===== src/rtl/alu_mul_seq.sv =====
// Iterative shift-add multiplier that borrows the execute-stage ALU to form the low XLEN bits of MulA*MulB.
// Optional early termination is compiled in with `define MUL_SEQ_EARLY_EXIT_EN.
module alu_mul_seq #(
  parameter  int XLEN  = 32,
  localparam int CNT_W = $clog2(XLEN)
) (
  input  logic            clk,
  input  logic            reset_n,
  input  logic            ReqValid,
  output logic            ReqReady,
  input  logic [XLEN-1:0] MulA,
  input  logic [XLEN-1:0] MulB,
  output logic            RespValid,
  input  logic            RespReady,
  output logic [XLEN-1:0] Product,
  output logic            Busy,
  output logic [XLEN-1:0] AluSrcA,
  output logic [XLEN-1:0] AluSrcB,
  output logic [2:0]      AluControl,
  input  logic [XLEN-1:0] AluResult
);

  typedef enum logic [1:0] {
    IDLE = 2'd0,
    RUN  = 2'd1,
    DONE = 2'd2
  } state_t;

  localparam logic [2:0]       ALU_ADD  = 3'b000;
  localparam logic [CNT_W-1:0] CNT_LAST = CNT_W'(XLEN - 1);

  state_t            state_q;
  state_t            state_d;
  logic [XLEN-1:0]   acc;
  logic [XLEN-1:0]   mcand;
  logic [XLEN-1:0]   mplier;
  logic [CNT_W-1:0]  count;
  logic              last_step;
  logic              zero_req;

  // The final step is either the XLEN-th iteration or, with early exit,
  // the step that consumes the last set multiplier bit.
`ifdef MUL_SEQ_EARLY_EXIT_EN
  assign last_step = (count == CNT_LAST) || ((mplier >> 1) == '0);
  assign zero_req  = (MulB == '0);
`else
  assign last_step = (count == CNT_LAST);
  assign zero_req  = 1'b0;
`endif

  always_comb begin
    state_d    = state_q;
    ReqReady   = 1'b0;
    RespValid  = 1'b0;
    Busy       = 1'b0;
    AluSrcA    = '0;
    AluSrcB    = '0;
    AluControl = ALU_ADD;
    case (state_q)
      IDLE: begin
        ReqReady = 1'b1;
        if (ReqValid) begin
          state_d = zero_req ? DONE : RUN;
        end
      end
      RUN: begin
        Busy    = 1'b1;
        AluSrcA = acc;
        AluSrcB = mplier[0] ? mcand : '0;
        if (last_step) begin
          state_d = DONE;
        end
      end
      DONE: begin
        RespValid = 1'b1;
        if (RespReady) begin
          state_d = IDLE;
        end
      end
      default: state_d = IDLE;
    endcase
  end

  always_ff @(posedge clk) begin
    if (!reset_n) begin
      state_q <= IDLE;
      acc     <= '0;
      mcand   <= '0;
      mplier  <= '0;
      count   <= '0;
      Product <= '0;
    end else begin
      state_q <= state_d;
      case (state_q)
        IDLE: begin
          if (ReqValid) begin
            mcand  <= MulA;
            mplier <= MulB;
            acc    <= '0;
            count  <= '0;
            if (zero_req) begin
              Product <= '0;
            end
          end
        end
        RUN: begin
          // ALU add wraps mod 2^XLEN; carries past XLEN are not needed for MUL.
          acc    <= AluResult;
          mcand  <= mcand << 1;
          mplier <= mplier >> 1;
          count  <= count + CNT_W'(1);
          if (last_step) begin
            Product <= AluResult;
          end
        end
        default: ;
      endcase
    end
  end

endmodule

===== config.mk =====
export PLATFORM = sky130hd
export DESIGN_NAME = alu_mul_seq
export DESIGN_NICKNAME = d
export VERILOG_FILES = /design/src/rtl/alu_mul_seq.sv
export SDC_FILE = /design/constraint.sdc
export NUM_CORES = 1
export LEC_CHECK = 0
export ABC_AREA = 1
export BUFFER_PORTS_ARGS = -buffer_cell sky130_fd_sc_hd__buf_2
export CAP_MARGIN = 20
export CORE_MARGIN = 3
export CORE_UTILIZATION = 51
export CTS_CLUSTER_DIAMETER = 30
export CTS_CLUSTER_SIZE = 14
export DETAILED_ROUTE_END_ITERATION = 6
export PLACE_DENSITY = 0.8
export SYNTH_ARGS = -nofsm -noshare
export SYNTH_HDL_FRONTEND = slang
export SYNTH_SLANG_ARGS = --single-unit

===== constraint.sdc =====
create_clock -name clk -period 1.9 [get_ports clk]
set_input_delay 0.19 -clock clk [delete_from_list [all_inputs] [get_ports clk]]
set_output_delay 0.19 -clock clk [all_outputs]
set_load 0.01 [all_outputs]

==> results.md, run 1 <==
| Item | This run | Unit |
|:---|:---|:---|
| Run status | completed | - |
| Residual antenna-violating net count after detailed routing | 0 | - |
| Number of DRC violations after detailed routing | 0 | - |
| Cell count after synthesis | 939 | - |
| Die Span Y | 116 | um |
| Unrepaired setup endpoints after global routing | false | - |
| Setup violations, final | 0 | - |
| Fin nets | 1217 | - |
| Latest clock arrival within the worst-skew pair | 0.41 | ns |
| Layout cells sized above 1 | 23.9 | % |
| Post-synthesis share of cell area spent on and, or, nand and nor gates | 35.2 | % |
| Final hold slack | 0.0405 | ns |
| Area share of the largest cell type after synthesis | 44.2 | % |
| Net Sw Power | 1920 | uW |
| Reported leakage power | 0.00380 | uW |
| Number of DRC markers in iteration 0 | 477 | - |
| Number of iterations in the first detailed-routing pass | 5 | - |
| Dominant combinational cell family by area after synthesis | simple AND/OR/NAND/NOR gates | - |
| Count of pins over their slew limit | 0 | - |
| Period utilization | 94.6 | % |
| Crit Path Max Fanout | 43 | - |
| Kind of critical path | reg2out | - |
| Starting density of the core | 52.9 | % |
| Number of antenna violations at the first check in global routing | 0 | - |
| Synth top area cells | dfxtp_1, nand2_1, nand3_1 | - |
| Post-synthesis mux area share | 0 | % |
| Count of synthesis-stage warnings from yosys | 0 | - |
| Final setup TNS | 0 | ns |
| Cell type contributing the most total cell area after synthesis | dfxtp_1 | - |
| GR Overflow Total | 0 | - |
| Min Tclk post-route | 1.80 | ns |
| Number of sinks on the clock net | 135 | - |
| Std-Cell Rows | 39 | - |
| Count of H-tree levels built during CTS | 4 | - |
| Endpoint type of the worst setup path | output port | - |
| Startpoint kind of the worst setup timing path | flip-flop | - |
| Reported max-cap violation count | 0 | - |
| Buffers from clock root to sink, at most | 2 | - |
| Number of buffers inserted by port buffering | 198 | - |
| Int Power | 5210 | uW |
| Largest net degree at the start of global routing | 62 | - |
| Total number of vias | 6336 | - |
| Layout Area Growth over Synthesis | 29.2 | % |
| Power per standard cell area | 902 | mW/mm2 |
| Diode insertion count for antenna repair | 0 | - |
| CTS root buf | clkbuf_16 | - |
| Via count of the first global-routing pass | 5629 | - |
| Hold/Removal Path Class | in2reg | - |
| Cell Area, Synth | 0.00612 | mm2 |
| Worst path arrival time | 1.61 | ns |
| Wire length of the first global-routing pass | 26.8 | mm |
| Fin Clk Skew | 0.0149 | ns |
| All-layer global routing usage | 24.7 | % |
| Area fraction in compound gates after synthesis | 8.77 | % |
| Maximum cell stage delay along the critical path | 0.37 | ns |
| Clk pin slew, worst setup/hold paths | 0.07 | ns |
| Clock tree from TritonCTS | done | - |
| Number of synthesized register bits | 135 | - |
| Cell Chain, Critical Path | inv_2 > nand2_4 > buf_12 > nor3_1 > buf_2 | - |
| Worst-path cell with the longest stage delay | dfxtp_1 | - |
| Crit path buffers/inverters | 3 | - |
| Gp weighted congestion | 0.891 | - |
| Area inside the core boundary | 0.0116 | mm2 |
| Inserted Clock Buffers | 17 | - |
| Count of unique library cells instantiated by Yosys | 20 | - |
| Die Area | 0.0133 | mm2 |
| Worst-case vdd ir drop | 0.457 | mV |
| Clock network fraction of total power | 45.3 | % |
| Detailed-placement wirelength estimate | 11.0 | mm |
| Number of endpoints with negative hold slack in the final report | 0 | - |
| Share of synthesized cell area in full adder, half adder and majority cells | 0.409 | % |
| Fmax | 0.556 | GHz |
| Xor and xnor area share after synthesis | 0 | % |
| Die outline width | 116 | um |
| Number of top-level pins | 202 | - |
| Average via count per standard cell | 4.99 | - |
| Sequential Power Share | 42.5 | % |
| Switching power as a share of total power | 27.0 | % |
| Combinational Power Share | 12.3 | % |
| Overall routed net length | 16.6 | mm |
| Proportion of synthesized chip area in sequential cells | 44.2 | % |
| Synthesized area per cell | 6.52 | um2 |
| Crit-path leading delay family | buffers and inverters | - |
| WP data required | 1.71 | ns |
| Routed wirelength normalized by instance count | 13.0 | um |
## tightest hold or removal path, cell delays in order
cell and delay [ns]:
buf_2 0.10, nand2_1 0.05, a21oi_1 0.06
## power groups by stage
stage / Combinational, uW / Sequential (uW) / Clock (uW)
CTS: 852 / 3030 / 3270
detailed placement: 844 / 3090 / 0
global placement: 837 / 3090 / 0
finish: 875 / 3030 / 3230
global route: 985 / 3050 / 3410
floorplan: 553 / 3080 / 0
## cell usage in the layout, fill, tap and decap left out, drive strengths merged, types with 2 or more instances in the layout
cell type	netlist	final
a21oi	71	71
buf	32	228
clkbuf	41	19
clkinv	0	3
clkinvlp	0	3
conb	1	3
dfxtp	135	135
ha	2	2
inv	98	104
nand2	226	226
nand3	127	127
nor2	155	155
nor3	16	16
o21ai	34	34
## what timing repair did
item	4_1_cts	5_1_grt
gates resized for setup	1	4
hold buffers	0	0
setup endpoints to repair	1	26
pin swaps	0	1
setup buffers	0	9
## layout make-up
type	count	area, um2
fill	1045	3660
multi-input combinational	635	2750
timing repair buffer	228	1320
clock inverter	13	135
inverter	98	372
tap	143	179
sequential	135	2700
clock buffer	19	453
## Yosys cell counts
master	number
buf_6	1
inv_1	96
clkbuf_1	41
nand2_2	1
conb_1	1
o21ai_2	1
nand2_1	225
ha_1	2
nor3_1	16
buf_4	7
nor2_1	154
a21oi_1	71
buf_1	8
dfxtp_1	135
nand3_1	127
o21a_1	1
buf_2	16
nor2_4	1
o21ai_0	33
inv_2	2
## logic make-up (layout without fill, tap and decap cells)
family,Yosys count,after routing
flip-flops,135,135
AO/OA/AOI/OAI,106,106
adder cells (fa/ha/maj),2,2
other,1,3
buffers and inverters,171,358
AND/OR/NAND/NOR,524,524
## flip-flops by register name, summed over array words and instances (netlist names)
| signal | cells |
|---|---|
| count | 5 |
| mcand | 32 |
| state_q | 2 |
| acc | 32 |
| Product | 32 |
| mplier | 32 |
## path summary, 6_finish.rpt
kind,from,to,slack (ns),cells past startpoint
min,AluResult[7],acc[7]$_SDFFE_PN0P_,0.04,3
max,state_q[1]$_SDFFE_PN0P_,AluSrcB[12],0.10,5
min reg2reg,acc[15]$_SDFFE_PN0P_,acc[15]$_SDFFE_PN0P_,0.46,2
max reg2reg,count[0]$_SDFFE_PN0P_,Product[18]$_SDFFE_PN0P_,0.28,7
## metal layers
metal  up-vias  track usage [%]  share of wire, %
met1      2797             32.4                44
met3        16             6.16               8.3
met2       248             40.8                46
met4         0             6.57              0.91
met5         -                0                 0
li1       3275                -                 -
## per-stage QoR
stage               util [%]  area, um2  instances  total power (uW)  setup WS, ns
global route            68.4       7910       1271              7440        0.0106
finish                  68.4       7910       1271              7130         0.102
CTS                     67.7       7830       1262              7150        0.0313
global placement        62.6       7240       1230              3920         0.376
detailed placement      62.6       7240       1230              3930         0.294
floorplan                  -       6130        941              3630         0.283
Power figures use the tool's default switching activity.
==> run 2: changes to the inputs <==
==> constraint.sdc (replaced) <==
create_clock -name clk -period 1.9 [get_ports clk]
set_input_delay 0.57 -clock clk [delete_from_list [all_inputs] [get_ports clk]]
set_output_delay 0.57 -clock clk [all_outputs]
set_load 0.01 [all_outputs]
==> run 2 against run 1 <==
  * The run now ends with negative setup slack left
  * Sequential power about the same
  * Global-route usage increased by 1.8 points
  * Non-clock buffer count rose by 20
==> results.md, run 2 (synthesis results as in run 1) <==
| Item | This run | Unit |
|:---|:---|:---|
| Run status | finished, violations left | - |
| Violated checks | negative setup slack | - |
| Finished Cell Area | 0.00833 | mm2 |
| Endpoint type of the worst setup path | output port | - |
| Starting density of the core | 52.9 | % |
| Buffers from clock root to sink, at most | 2 | - |
| CTS root buf | clkbuf_16 | - |
| Inserted Clock Buffers | 17 | - |
| Count of H-tree levels built during CTS | 4 | - |
| Worst-case vdd ir drop | 0.510 | mV |
| Fin Clk Skew | 0.00947 | ns |
| Cell area reported after detailed placement | 0.00729 | mm2 |
| Layout Area Growth over Synthesis | 36.1 | % |
| Kind of critical path | reg2out | - |
| Min Tclk post-route | 2.08 | ns |
| WP data required | 1.33 | ns |
| Number of antenna violations at the first check in global routing | 1 | - |
| Clock tree from TritonCTS | done | - |
| Unrepaired setup endpoints after global routing | true | - |
| Overall routed net length | 18.2 | mm |
| Via count of the first global-routing pass | 6044 | - |
| Total power | 7220 | uW |
| Top library cells by usage in the layout, fill and taps aside | nand2_1, buf_2, nor2_1, dfxtp_1, nand3_1 | - |
| Hold/Removal Path Class | in2reg | - |
| Commonest non-fill, non-tap cell in the layout | nand2_1 | - |
| Latest clock arrival within the worst-skew pair | 0.41 | ns |
| Die Area | 0.0133 | mm2 |
| Diode insertion count for antenna repair | 0 | - |
| Layout cells sized above 1 | 28.0 | % |
| Std-Cell Rows | 39 | - |
| Fin nets | 1237 | - |
| Count of pins over their slew limit | 0 | - |
| Crit Path Max Fanout | 8 | - |
| Number of endpoints with negative hold slack in the final report | 0 | - |
| Number of iterations in the first detailed-routing pass | 5 | - |
| Period utilization | 109 | % |
| Die Span Y | 116 | um |
| Worst path arrival time | 1.51 | ns |
| Die outline width | 116 | um |
| Number of top-level pins | 202 | - |
| All-layer global routing usage | 26.5 | % |
| Routed wirelength normalized by instance count | 14.1 | um |
| Final hold slack | 0.415 | ns |
| Residual antenna-violating net count after detailed routing | 0 | - |
| Number of sinks on the clock net | 135 | - |
| Setup violations, final | 64 | - |
| GR Overflow Total | 0 | - |
| Power per standard cell area | 867 | mW/mm2 |
| Number of buffers added to fix hold violations after cts | 0 | - |
| Number of DRC violations after detailed routing | 0 | - |
| Reported max-cap violation count | 0 | - |
| Fmax | 0.482 | GHz |
| Reported leakage power | 0.00402 | uW |
| Clk pin slew, worst setup/hold paths | 0.06 | ns |
| Startpoint kind of the worst setup timing path | flip-flop | - |
| Gp weighted congestion | 0.851 | - |
| Area inside the core boundary | 0.0116 | mm2 |
| Total number of vias | 6650 | - |
| Number of DRC markers in iteration 0 | 563 | - |
| Wire length of the first global-routing pass | 28.2 | mm |
| Average via count per standard cell | 5.16 | - |
| Detailed-placement wirelength estimate | 11.4 | mm |
| Number of buffers inserted by port buffering | 198 | - |
| Largest net degree at the start of global routing | 47 | - |
| Post-route worst setup slack | -0.175 | ns |
run 2: changes by cell type in the layout (fill, tap and decap cells not counted), sizes merged:
cell      previous run  this run
buf                228       247
bufbuf               0         1
bufinv               1         2
clkbuf              19        18
clkinv               3         6
clkinvlp             3         4
inv                104        98
run 2: cell type report:
| cell class | count | area [um2] |
|---|---|---|
| clock buffers | 18 | 439 |
| clock inverters | 12 | 131 |
| inverters | 98 | 370 |
| flip-flops and latches | 135 | 2710 |
| fillers | 941 | 3240 |
| multi-input cells | 635 | 2950 |
| well taps | 143 | 179 |
| repair buffers | 248 | 1550 |
run 2: final timing paths:
path / startpoint / to / slack, ns / cells after the start
worst max-delay path: state_q[1]$_SDFFE_PN0P_ / AluSrcB[24] / -0.18 / 5
worst max register to register: count[0]$_SDFFE_PN0P_ / state_q[1]$_SDFFE_PN0P_ / 0.26 / 7
worst min-delay path: MulB[31] / mplier[31]$_SDFFE_PN0P_ / 0.41 / 3
worst min register to register: Product[6]$_SDFFE_PN0P_ / Product[6]$_SDFFE_PN0P_ / 0.46 / 2
run 2: report_power, final:
part           internal, uW  switching, uW  leakage [uW]
registers              2970           82.3       0.00110
clock network          1950           1230      0.000270
logic                   399            599       0.00265
total                  5310           1910       0.00402
run 2: critical path, stage by stage, from the launching register on:
cell	delay (ns)
dfxtp_4	0.37
nor2_4	0.22
buf_12	0.21
nand2_4	0.07
nor2_2	0.09
buf_2	0.14
run 2: per-layer routing:
layer,track usage [%],part of all wire (%),vias up,routed length (um)
met3,7.00,9.0,32,1640
li1,-,-,3315,-
met4,9.31,1.6,2,288
met2,45.1,48,311,8670
met5,0,0.071,-,13
met1,32.6,42,2990,7590
run 2: per-stage QoR:
stage / setup TNS [ns] / worst slack (ns) / utilization [%] / cells
final: -5.38 / -0.175 / 72.0 / 1289
after detailed placement: 0 / 0.132 / 63.1 / 1234
after global placement: 0 / 0.162 / 63.1 / 1234
after global routing: -9.84 / -0.253 / 72.0 / 1289
after CTS: -5.58 / -0.173 / 70.8 / 1283
after floorplan: 0 / 0.151 / - / 941
run 2: what timing repair did:
item,4_1_cts,5_1_grt
gates resized for setup,38,29
pin swaps,2,3
gates cloned,2,0
setup buffers,18,10
setup endpoints to repair,66,66
==> run 3: changes to the inputs <==
BUFFER_PORTS_ARGS = unset   (was -buffer_cell sky130_fd_sc_hd__buf_2)
CORE_UTILIZATION = 63   (was 51)
DONT_BUFFER_PORTS = 1   (was unset)
PLACE_DENSITY = 0.79   (was 0.8)
==> run 3 against run 2 <==
  * The run ends with design-rule violations, negative setup slack left
  * Highest routed layer is now met4
  * First-iteration DRC count grew 40%
  * Final area shrank 0.60%
  * Final cell count shrank 12%
  * Setup slack lost 0.12 ns
  * Sequential share of layout area grew 0.24 points
  * Utilization grew 17 points
  * Register-to-register slack lost 0.32 ns
  * Routed wire length grew 22%
  * Largest power group unchanged
==> results.md, run 3 (synthesis results as in run 1) <==
| Item | This run | Unit |
|:---|:---|:---|
| Commonest non-fill, non-tap cell in the layout | nand2_1 | - |
| Fin Clk Skew | 0.0110 | ns |
| Net Sw Power | 2140 | uW |
| CTS root buf | clkbuf_8 | - |
| Routed wirelength normalized by instance count | 19.5 | um |
| Setup violations, final | 71 | - |
| Finished Cell Area | 0.00828 | mm2 |
| Run status | finished, violations left | - |
| Starting density of the core | 65.6 | % |
| Utilization after layout | 88.8 | % |
| Crit. path cell count | 4 | - |
| Layout Area Growth over Synthesis | 35.3 | % |
| Worst slack at placement | 0.101 | ns |
| Startpoint kind of the worst setup timing path | flip-flop | - |
| Final hold slack | 0.155 | ns |
| Int Power | 5550 | uW |
| Crit Path Max Fanout | 9 | - |
| Total power | 7690 | uW |
| Maximum cell stage delay along the critical path | 0.41 | ns |
| Number of DRC markers in iteration 0 | 790 | - |
| Die Area | 0.0109 | mm2 |
| Count of pins over their slew limit | 0 | - |
| Count of H-tree levels built during CTS | 4 | - |
| Number of iterations in the first detailed-routing pass | 7 | - |
| Sequential Power Share | 39.7 | % |
| Post-route worst setup slack | -0.299 | ns |
| Worst-case vdd ir drop | 0.777 | mV |
| Total of fill cells in the finished design | 446 | - |
| Top library cells by usage in the layout, fill and taps aside | nand2_1, dfxtp_1, nand3_1, nor2_1, inv_1 | - |
| Multi-input combinational cell area | 0.00318 | mm2 |
| Worst path arrival time | 1.63 | ns |
| Fmax | 0.455 | GHz |
| Number of antenna violations at the first check in global routing | 0 | - |
| Crit path buffers/inverters | 3 | - |
| Fin nets | 1098 | - |
| Buffers from clock root to sink, at most | 2 | - |
| Layout cells sized above 1 | 21.6 | % |
| Gp weighted congestion | 0.834 | - |
| Cell Chain, Critical Path | clkinvlp_4 > buf_12 > nor3_2 > buf_4 | - |
| Sequential cell area | 0.00271 | mm2 |
| Unrepaired setup endpoints after global routing | true | - |
| Switching power as a share of total power | 27.8 | % |
| Hold/Removal Path Class | in2reg | - |
| Overall routed net length | 22.2 | mm |
| Number of top-level pins | 202 | - |
| Die Span Y | 105 | um |
| Clock network fraction of total power | 46.3 | % |
| Inserted Clock Buffers | 17 | - |
| Power per standard cell area | 929 | mW/mm2 |
| Length in cells of the worst reg-to-reg path | 10 | - |
| WP data required | 1.33 | ns |
| Period utilization | 116 | % |
| Average via count per standard cell | 6.01 | - |
| Reported leakage power | 0.00347 | uW |
| Reported max-cap violation count | 0 | - |
| Area inside the core boundary | 0.00933 | mm2 |
| Total number of vias | 6834 | - |
| Combinational Power Share | 14.0 | % |
| Violated checks | design-rule violations, negative setup slack | - |
| Worst-path cell with the longest stage delay | dfxtp_4 | - |
| Clock tree from TritonCTS | done | - |
| Crit-path leading delay family | buffers and inverters | - |
| Diode insertion count for antenna repair | 0 | - |
| Cell area reported after detailed placement | 0.00659 | mm2 |
| GR Overflow Total | 0 | - |
| Kind of critical path | reg2out | - |
| Number of endpoints with negative hold slack in the final report | 0 | - |
| Min Tclk post-route | 2.20 | ns |
| Number of buffers inserted by port buffering | 0 | - |
| Hold depth | 2 | - |
| Detailed-placement wirelength estimate | 10.8 | mm |
| Largest net degree at the start of global routing | 54 | - |
| Std-Cell Rows | 35 | - |
| Number of sinks on the clock net | 135 | - |
| Endpoint type of the worst setup path | output port | - |
| Number of DRC violations after detailed routing | 2 | - |
| Latest clock arrival within the worst-skew pair | 0.52 | ns |
| Clk pin slew, worst setup/hold paths | 0.06 | ns |
| Residual antenna-violating net count after detailed routing | 0 | - |
| Via count of the first global-routing pass | 6320 | - |
| Die outline width | 105 | um |
| All-layer global routing usage | 35.5 | % |
| Wire length of the first global-routing pass | 31.5 | mm |
## run 3: cell count changes in the layout (fill, tap and decap cells not counted), sizes merged
cell,change
clkbuf,+2
bufbuf,+1
bufinv,+2
buf,-147
inv,+7
clkinv,-5
nand2,+2
nor2,+1
## run 3: cell type report
type / count / area share, %
repair inverters: 1 / 0.0907
multi-input cells: 638 / 38.4
repair buffers: 105 / 14.6
flip-flops and latches: 135 / 32.8
clock buffers: 17 / 5.00
inverters: 98 / 4.61
clock inverters: 15 / 2.57
well taps: 129 / 1.95
## run 3: timing repair
item                                    in CTS  in global routing
hold buffers                                 0                  0
gates resized for setup                    128                 30
buffers inserted                            16                 10
cloned                                       8                  5
pin swaps                                    3                  3
endpoints found under the setup margin      67                 71
## run 3: path summary, 6_finish.rpt
| kind | startpoint | to | slack [ns] |
|---|---|---|---|
| setup / recovery | mplier[0]$_SDFFE_PN0P_ | AluSrcB[4] | -0.30 |
| hold / removal | reset_n | mplier[10]$_SDFFE_PN0P_ | 0.16 |
| setup reg to reg | state_q[1]$_SDFFE_PN0P_ | mcand[27]$_SDFFE_PN0P_ | -0.06 |
| hold reg to reg | acc[28]$_SDFFE_PN0P_ | acc[28]$_SDFFE_PN0P_ | 0.46 |
## run 3: power by group through the flow
stage	registers, uW	clock network [uW]	logic (uW)
floorplan	3080	0	553
global placement	3090	0	677
detailed placement	3100	0	697
CTS	3040	3510	905
global route	3060	3680	1140
finish	3050	3560	1080
## run 3: stage by stage
stage / TNS [ns] / std cells
global route: -16.84 / 1138
finish: -14.40 / 1138
detailed placement: 0 / 1070
CTS: -9.26 / 1125
global placement: 0 / 1070
floorplan: 0 / 941
## run 3: per-layer routing
layer	vias to the layer above	track usage, %	share of wire, %
met3	144	10.1	12
met4	0	16.8	6.4
li1	3049	-	-
met5	-	0	0
met1	3074	39.3	34
met2	567	62.5	48
